--- src/rtl/rng_pkg.sv ---
// Shared constants and helpers for the random-word packer and its FIFO.
// Holds the byte width, default geometry and the width-sizing function.
package rng_pkg;

  localparam int BYTE_W         = 8;
  localparam int DEF_WORD_BYTES = 4;
  localparam int DEF_FIFO_DEPTH = 4;

  // Smallest r with (1 << r) >= value; returns 0 for value <= 1.
  function automatic int clog2(input int value);
    int r;
    r = 0;
    for (int i = 0; i < 31; i++) begin
      if ((1 << i) < value) r = i + 1;
    end
    return r;
  endfunction

endpackage

--- src/rtl/rng_sync_fifo.sv ---
// Show-ahead synchronous FIFO with a word-count output and synchronous flush.
// A push into a full FIFO is only written when a pop happens in the same cycle.
module rng_sync_fifo
  import rng_pkg::*;
#(
  parameter int WIDTH = 32,
  parameter int DEPTH = DEF_FIFO_DEPTH
) (
  input  logic                   clk,
  input  logic                   rst,
  input  logic                   clear,
  input  logic                   push,
  input  logic [WIDTH-1:0]       push_data,
  input  logic                   pop,
  output logic [WIDTH-1:0]       head_data,
  output logic                   full,
  output logic                   empty,
  output logic [clog2(DEPTH):0]  level
);

  localparam int AW = clog2(DEPTH);

  logic [WIDTH-1:0] mem_q [DEPTH];
  logic [AW-1:0]    wr_ptr_q, wr_ptr_d;
  logic [AW-1:0]    rd_ptr_q, rd_ptr_d;
  logic [AW:0]      level_q, level_d;
  logic             wr_en;
  logic             rd_en;

  assign empty = (level_q == '0);
  assign full  = (level_q == (AW+1)'(DEPTH));
  assign level = level_q;

  assign rd_en = pop && !empty && !clear;
  assign wr_en = push && (!full || rd_en) && !clear;

  // Masked read keeps the head at zero whenever nothing is stored.
  assign head_data = empty ? '0 : mem_q[rd_ptr_q];

  always_comb begin
    wr_ptr_d = wr_ptr_q;
    rd_ptr_d = rd_ptr_q;
    level_d  = level_q;
    if (wr_en) wr_ptr_d = wr_ptr_q + AW'(1);
    if (rd_en) rd_ptr_d = rd_ptr_q + AW'(1);
    case ({wr_en, rd_en})
      2'b10:   level_d = level_q + (AW+1)'(1);
      2'b01:   level_d = level_q - (AW+1)'(1);
      default: level_d = level_q;
    endcase
    if (clear) begin
      wr_ptr_d = '0;
      rd_ptr_d = '0;
      level_d  = '0;
    end
  end

  always_ff @(posedge clk or negedge rst) begin
    if (!rst) begin
      wr_ptr_q <= '0;
      rd_ptr_q <= '0;
      level_q  <= '0;
    end else begin
      wr_ptr_q <= wr_ptr_d;
      rd_ptr_q <= rd_ptr_d;
      level_q  <= level_d;
    end
  end

  // Storage is not reset; the head mask hides stale contents.
  always_ff @(posedge clk) begin
    if (wr_en) mem_q[wr_ptr_q] <= push_data;
  end

endmodule

--- src/rtl/rng_word_packer.sv ---
// Packs one-cycle byte pulses little-endian into words, buffers them and
// hands them out over valid/ready, flagging any completed word that is lost.
module rng_word_packer
  import rng_pkg::*;
#(
  parameter int WORD_BYTES = DEF_WORD_BYTES,
  parameter int FIFO_DEPTH = DEF_FIFO_DEPTH
) (
  input  logic                         clk,
  input  logic                         rst,
  input  logic                         clear,
  input  logic                         byte_valid,
  input  logic [BYTE_W-1:0]            byte_data,
  output logic                         word_valid,
  input  logic                         word_ready,
  output logic [BYTE_W*WORD_BYTES-1:0] word_data,
  output logic [clog2(FIFO_DEPTH):0]   fill_level,
  output logic                         overflow
);

  // Handshake: a word transfers on any rising edge where word_valid and
  // word_ready are both high; word_data is stable while word_valid waits.

  localparam int IW = clog2(WORD_BYTES);
  localparam int WW = BYTE_W * WORD_BYTES;

  logic [IW-1:0] idx_q, idx_d;
  logic [WW-1:0] shift_q, shift_d;
  logic          overflow_q, overflow_d;
  logic          push;
  logic          pop;
  logic          fifo_full;
  logic          fifo_empty;

  assign word_valid = !fifo_empty;
  assign pop        = word_valid && word_ready;
  assign overflow   = overflow_q;

  // The pushed word includes the byte arriving this cycle, so it comes from shift_d.
  always_comb begin
    shift_d = shift_q;
    idx_d   = idx_q;
    push    = 1'b0;
    if (byte_valid) begin
      shift_d[BYTE_W*int'(idx_q) +: BYTE_W] = byte_data;
      if (idx_q == IW'(WORD_BYTES - 1)) begin
        idx_d = '0;
        push  = 1'b1;
      end else begin
        idx_d = idx_q + IW'(1);
      end
    end
  end

  always_comb begin
    overflow_d = overflow_q;
    if (push && fifo_full && !pop) overflow_d = 1'b1;
  end

  always_ff @(posedge clk or negedge rst) begin
    if (!rst) begin
      idx_q      <= '0;
      shift_q    <= '0;
      overflow_q <= 1'b0;
    end else if (clear) begin
      idx_q      <= '0;
      shift_q    <= '0;
      overflow_q <= 1'b0;
    end else begin
      idx_q      <= idx_d;
      shift_q    <= shift_d;
      overflow_q <= overflow_d;
    end
  end

  rng_sync_fifo #(
    .WIDTH (WW),
    .DEPTH (FIFO_DEPTH)
  ) u_fifo (
    .clk       (clk),
    .rst       (rst),
    .clear     (clear),
    .push      (push),
    .push_data (shift_d),
    .pop       (pop),
    .head_data (word_data),
    .full      (fifo_full),
    .empty     (fifo_empty),
    .level     (fill_level)
  );

endmodule

--- config.mk ---
export PLATFORM = sky130hd
export DESIGN_NAME = rng_word_packer
export DESIGN_NICKNAME = d
export VERILOG_FILES = /design/src/rtl/rng_pkg.sv /design/src/rtl/rng_sync_fifo.sv /design/src/rtl/rng_word_packer.sv
export SDC_FILE = /design/constraint.sdc
export NUM_CORES = 1
export LEC_CHECK = 0
export BUFFER_PORTS_ARGS = -buffer_cell sky130_fd_sc_hd__buf_2
export CAP_MARGIN = 20
export CELL_PAD_IN_SITES_DETAIL_PLACEMENT = 0
export CELL_PAD_IN_SITES_GLOBAL_PLACEMENT = 1
export CORE_ASPECT_RATIO = 1.2
export CORE_MARGIN = 2
export CORE_UTILIZATION = 45
export CTS_BUF_LIST = sky130_fd_sc_hd__clkbuf_8
export DETAILED_ROUTE_END_ITERATION = 16
export HOLD_SLACK_MARGIN = 0.03
export PLACE_DENSITY_LB_ADDON = 0.25
export SETUP_SLACK_MARGIN = 0.15
export SLEW_MARGIN = 30
export SYNTH_ARGS = -nofsm -noshare
export SYNTH_HDL_FRONTEND = slang
export SYNTH_SLANG_ARGS = --single-unit
--- constraint.sdc ---
create_clock -name clk -period 3.3 [get_ports clk]
set_input_delay 0.33 -clock clk [delete_from_list [all_inputs] [get_ports clk]]
set_output_delay 0.33 -clock clk [all_outputs]
set_load 0.05 [all_outputs]
Word level (Yosys, flattened, before mapping)
Memory sizes are Yosys's and may differ from the RTL's.
Cells that the tools add are included.
{"block": "word_totals", "regBits": 42, "latch_bits": 0, "mem_bits_rw": 128, "rom_bits": 0, "in_bits": 13, "out_inout_bits": 37, "elab_cells": 56, "n_memories": 1}
{"block": "op_classes", "n_addsub": 6, "n_mul": 0, "div": 0, "magnitude_cmp": 0, "eq_ne": 4, "shifts": 2, "muxes": 19, "n_bitwise": 0, "n_reduce_logical": 18}
{"name": "u_fifo.mem_q", "depth": 4, "width": 32, "read_ports": 1, "rd_clocked_by_memory_dff": 0, "wr": 1, "line": "rng_sync_fifo.sv:23", "source": "logic [WIDTH-1:0] mem_q [DEPTH];"}
{"cell": "$mux W32", "n": 3}
{"cell": "$neg A5 Y33", "n": 1}
{"cell": "$shift A8 B33 Y32 const A", "n": 1}
{"cell": "$shiftx A8 B33 Y32", "n": 1}
{"cell": "$bwmux W32", "n": 1}
{"cell": "$mux W2", "n": 7}
{"cell": "$reduce_bool A2 Y1", "n": 4}
{"cell": "$logic_and A1 B1 Y1", "n": 7}
{"cell": "$add A2 B1 Y2 const B", "n": 3}
{"cell": "$mux W1", "n": 6}
{"cell": "$pmux W3 S2", "n": 1}
{"cell": "$eq A2 B2 Y1 const B", "n": 2}
{"cell": "$logic_not A1 Y1", "n": 4}
{"cell": "$add A3 B1 Y3 const B", "n": 1}
{"cell": "$eq A3 B3 Y1 const B", "n": 1}
{"cell": "$logic_not A3 Y1", "n": 1}
{"cell": "$mux W3", "n": 1}
{"cell": "$reduce_bool A3 Y1", "n": 1}
{"cell": "$sub A3 B1 Y3 const B", "n": 1}
{"cell": "$eq A2 B1 Y1 const B", "n": 1}
{"cell": "$logic_or A1 B1 Y1", "n": 1}

Longest topological paths before layout
{"block": "depth", "word_depth": 11, "mapped_depth": 7, "ltp_nobuf": 7}

By module
Synthesis repeated with hierarchy kept, for this count alone.
{"block": "unflattened", "cells_unflattened": 431, "hier_area_um2": 7220.7}
{"mod": "rng_sync_fifo", "instances": 1, "cells_each": 264, "area_per_inst_um2": 5397.7, "seq_area_each_um2": 4018.9}
{"mod": "rng_word_packer", "instances": 1, "cells_each": 167, "area_per_inst_um2": 1823.0, "seq_area_each_um2": 875.8}

Worst setup path before layout
OpenSTA, ideal clock, no wires.
{"block": "synth_timing", "path_kind": "reg-to-reg", "startpoint": "register idx_q[0]", "endpoint": "memory u_fifo.mem_q[0][0] (enable)", "setup_time_ps": 392, "arrival_time_ps": 2167, "t_required_ps": 2908, "setup_slack_ps": 741, "stages_incl_launch_ff": 6, "n_path_buf": 1, "period_less_slack_ps": 2559, "path_cell_list": "dfrtp_1 ha_1 nand2_1 clkbuf_1 nor3_1 and2_1"}
{"block": "synth_between", "elab_chain_len": 7}
{"element": "start, declared", "line": "rng_word_packer.sv:27", "source": "logic [IW-1:0] idx_q, idx_d;"}
{"element": "start signal, assigned", "line": "rng_word_packer.sv:70", "source": "idx_q <= idx_d;"}
{"element": "$eq A2 B2 Y1", "line": "rng_word_packer.sv:46", "source": "if (idx_q == IW'(WORD_BYTES - 1)) begin"}
{"element": "$mux W1", "line": "rng_word_packer.sv:46"}
{"element": "$mux W1", "line": "rng_word_packer.sv:44", "source": "if (byte_valid) begin"}
{"element": "$logic_and A1 B1 Y1 (2 in a row)", "line": "rng_sync_fifo.sv:35", "source": "assign wr_en = push && (!full || rd_en) && !clear;"}
{"element": "$mux W1", "line": "rng_sync_fifo.sv:72", "source": "if (wr_en) mem_q[wr_ptr_q] <= push_data;"}
{"element": "$mux W1 (not written as such)", "line": "rng_sync_fifo.sv:72"}
{"element": "end, declared", "line": "rng_sync_fifo.sv:23"}
No other way between the ends.

Final worst setup path
{"block": "layout_timing", "startpoint": "register idx_q[0]", "endpoint": "register u_fifo.level_q[2] (netlist: u_fifo.level[2])"}
{"block": "layout_between", "elab_chain_len": 8, "elab_cells_between_ends": 10, "classes_between": "3 x eq/ne; 4 x mux; 3 x reduce/logical"}
{"element": "$eq A2 B2 Y1 (*)", "line": "rng_word_packer.sv:46"}
{"element": "$mux W1 (*)", "line": "rng_word_packer.sv:46"}
{"element": "$mux W1 (*)", "line": "rng_word_packer.sv:44"}
{"element": "$logic_and A1 B1 Y1 (*) (2 in a row)", "line": "rng_sync_fifo.sv:35"}
{"element": "$eq A2 B1 Y1 / $eq A2 B2 Y1 (equally long branches)", "line": "rng_sync_fifo.sv:46", "source": "case ({wr_en, rd_en})"}
{"element": "$pmux W3 S2", "line": "rng_sync_fifo.sv:46"}
{"element": "$mux W3", "line": "rng_sync_fifo.sv:51", "source": "if (clear) begin"}
{"element": "end signal, assigned", "line": "rng_sync_fifo.sv:66", "source": "level_q <= level_d;"}
{"element": "end, declared", "line": "rng_sync_fifo.sv:26", "source": "logic [AW:0] level_q, level_d;"}
Every way passes the cells marked *; elsewhere a longest branch is shown, timed or not.
A chain may end at the register's enable or synchronous reset.

==> metrics.md <==
| Metric | Value |
|---|---|
| Root Driver | `clkbuf_8` |
| Critical Path AT | `3.03 ns` |
| Area of the multi-input gates | `roughly 0.0019 sq mm` |
| Hold Path Stages | `3` |
| Initial Util | `a little under half` |
| CTS sink cnt | `170` |
| Synth Cell Area | `0.00691 sq mm` |
| Crit Path Class | `reg2reg` |
| Sequential fraction of the synthesis area | `approximately 71%` |
| Final Hold Fails | `0` |
| DRC | `0` |
| Syn Area/Cell | `roughly 18 sq um` |
| Fill count | `approximately 1300` |
| Relative slew slack | `between 40% and 50%` |
| Share of cells above drive strength 1 | `27.6%` |
| Req. time, crit path | `~3.6 ns` |
| Min-Delay Path Class | `in2reg` |
| Largest net degree at the start of global routing | `46` |
| CP Max Fanout | `15` |
| Ys async rst share | `24.7%` |
| Hold endpoint | `overflow$_DFFE_PN0P_` |
| Number of cells after detailed placement | `about 630` |
| Worst skew pair latency | `between 0.4 and 0.5 ns` |
| Worst r2r src | `idx_q[0]$_DFFE_PN0P_` |
| Number of max-cap violations | `0` |
| Multiplexer share of the synthesized area | `10.9%` |
| Simple-Gate Fraction of Synth Area | `8.81%` |
| Area share of xor/xnor cells in the synthesized design | `less than 1%` |
| Setup TNS | `0 ns` |
| Vias in the first global route | `3636` |
| Startpoint types | `flop` |
| FF-to-FF End | `u_fifo.level[2]$_DFFE_PN0P_` |
| Final WL | `between 10 and 15 mm` |
| Net switching power | `between 1000 and 1500 uW` |
| CTS buffer count | `17` |
| Finished Layout Cells | `667` |
| CTS tree | `built` |
| Layout Nets | `between 400 and 500` |
| Pre-Repair DR Iteration Count | `4` |
| Core ar. | `between 0.015 and 0.02 sq mm` |
| Min-delay src | `byte_valid` |
| Clk slew on worst S/H paths | `roughly 0.080 ns` |
| Syn nets | `slightly above 400` |
| Outcome | `finished clean` |
| Setup Fix Bufs, Post-CTS | `0` |
| Power consumption | `about 4500 uW` |
| Setup crit end kind | `flop` |
| RSZ-0062 raised after global routing | `no` |
| Drt wl/cell | `about 20 um` |
| Via-to-Cell Ratio | `around 5.3` |
| # diodes | `0` |
| Synth Flop Type | `edfxtp_1` |
| Sw Share | `between 20% and 30%` |
| Sequential fraction of design power | `roughly 52%` |
| Die Y | `about 140 um` |
| Worst setup margin | `approximately 0.59 ns` |
| Detailed Route Iter0 Violations | `around 250` |
| Syn. warnings | `0` |
| Post-synthesis register bit count | `170` |
| Post-Place Worst Slack | `0.638 ns` |
| Final setup fails | `0` |
| I/O pins | `50` |
| Hold_buf cts | `0` |
| VDD IR max | `between 200 and 300 uV` |
| Die area | `between 0.015 and 0.02 sq mm` |
| Max Slew Vio Count | `0` |
| Synthesized netlist cell count | `a little under 400` |
| Synth cell types | `35` |
| PwrDens | `between 500 and 600 mW/mm^2` |
| Overall Global Routing Usage | `17.3%` |
| Max Freq | `approximately 370 MHz` |
| DIE WIDTH | `~120 um` |
| Comb pwr share | `14.9%` |
| I/O Buffers | `49` |
| Row cnt | `between 40 and 50` |
| Leakage Power | `~0.0029 uW` |
| H-tree depth | `4` |
| Reg2Reg Depth | `7` |
| Layout area overhead | `13.5%` |
| Post_cts resized | `0` |
| Setup Skew | `approximately 0.0085 ns` |
| Post-DP HPWL | `roughly 8.1 mm` |
| GR Overflow Total | `0` |
| Flop2flop setup slack | `~0.6 ns` |
| Slew at the pin closest to its max-slew limit | `roughly 0.87 ns` |
| Vias | `roughly 3500` |
| Antenna violations before repair | `0` |
| Reg area | `between 0.004 and 0.005 sq mm` |
| Period utilisation layout | `82.0%` |
| Post-synth EDFFs | `128` |
| Clock Path Buffers | `2` |
| Clock power frac | `33.6%` |
| Post-synthesis compound-gate area fraction | `roughly 5.1%` |
| Post-Synth Adder-Cell Area | `~1.9%` |
| GP Congestion | `slightly above 0.7` |
| Largest family of logic cells by synthesized area | `multiplexers` |
| First-pass GRT wire length | `slightly above 20 mm` |
| Fin Hold WS | `0.290 ns` |
| Tmin final | `between 2 and 3 ns` |
| Antenna-violating nets left | `0` |
| Pint | `between 3000 and 4000 uW` |
==> through the flow <==
stage / cell area, sq um / utilization (%)
2_1_floorplan: 6910 / -
3_3_place_gp: 7410 / 49.4
3_5_place_dp: 7410 / 49.4
4_1_cts: 7830 / 52.1
5_1_grt: 7850 / 52.2
6_report: 7850 / 52.2
==> routing by layer <==
layer,up-vias,wire [um],track usage (%)
met4,0,156,4.64
met3,14,446,3.75
li1,1605,-,-
met5,-,0,0
met1,1829,5500,22.9
met2,68,6980,28.9
==> registers in the layout, indices dropped and copies added (netlist names) <==
signal / count
u_fifo.level: 3
u_fifo.rd_ptr_q: 2
u_fifo.mem_q: 128
shift_q: 32
u_fifo.wr_ptr_q: 2
overflow: 1
idx_q: 2
==> placed cells by master (no fill, tap or decap), types with 11 or more instances in the layout <==
master,instances
dfrtp_1,41
clkbuf_8,17
mux4_2,32
edfxtp_1,128
a22o_1,32
buf_2,48
and2_1,36
nor2_1,11
buf_4,13
nor2b_1,35
==> synthesized netlist by cell type (6+ instances only) <==
master	count	area share (%)
nor2b_1	35	3.2
dfrtp_1	42	15
clkbuf_1	12	0.65
and2_1	36	3.3
edfxtp_1	128	56
nor2_1	11	0.60
inv_1	6	0.33
buf_2	8	0.58
a22o_1	32	4.1
ha_1	9	1.6
mux4_2	32	10
==> area by class of cell <==
type                            count  share of cell area, %
Tap cell                          204                   3.25
Timing Repair Buffer               63                   4.69
Clock buffer                       17                   2.98
Multi-Input combinational cell    192                   24.0
Inverter                            6                  0.287
Clock inverter                     15                   2.36
Sequential cell                   170                   62.4
==> worst max-delay path: stages (launching register included) <==
cell	delay (ns)
dfrtp_1	0.50
ha_1	0.30
nand2_1	0.37
and3_4	0.35
nor2b_1	0.14
fa_1	0.43
mux2i_1	0.18
mux2_1	0.33
==> worst max-delay path by stage <==
| stage | startpoint | slack, ns | end | depth (start not counted) |
|---|---|---|---|---|
| CTS | u_fifo.rd_ptr_q[0]$_DFFE_PN0P_ | 0.54 | word_data[0] | 4 |
| global route | idx_q[0]$_DFFE_PN0P_ | 0.41 | u_fifo.level[2]$_DFFE_PN0P_ | 7 |
| global placement | idx_q[0]$_DFFE_PN0P_ | 0.69 | u_fifo.level[2]$_DFFE_PN0P_ | 7 |
| detailed placement | idx_q[0]$_DFFE_PN0P_ | 0.64 | u_fifo.level[2]$_DFFE_PN0P_ | 7 |
| floorplan | idx_q[0]$_DFFE_PN0P_ | 0.74 | u_fifo.mem_q[0][0]$_DFFE_PP_ | 5 |
| finish | idx_q[0]$_DFFE_PN0P_ | 0.59 | u_fifo.level[2]$_DFFE_PN0P_ | 7 |
==> power groups by stage <==
stage | Sequential, uW | Combinational (uW) | Clock (uW)
3_5_place_dp | 2370 | 683 | 0
6_report | 2320 | 671 | 1520
5_1_grt | 2330 | 717 | 1650
4_1_cts | 2330 | 684 | 1550
2_1_floorplan | 2370 | 527 | 0
3_3_place_gp | 2370 | 678 | 0
==> cells by family (layout without fill, tap and decap cells) <==
kind of cell | Yosys count | in the layout
and+or+nand+nor | 99 | 99
AOI/OAI and AO/OA | 44 | 44
xor gates and xnor gates | 4 | 4
buffers and inverters | 29 | 101
muxes | 35 | 35
adders and majority gates | 10 | 10
DFF | 170 | 170
No activity file was read; power rests on OpenSTA's default activity.
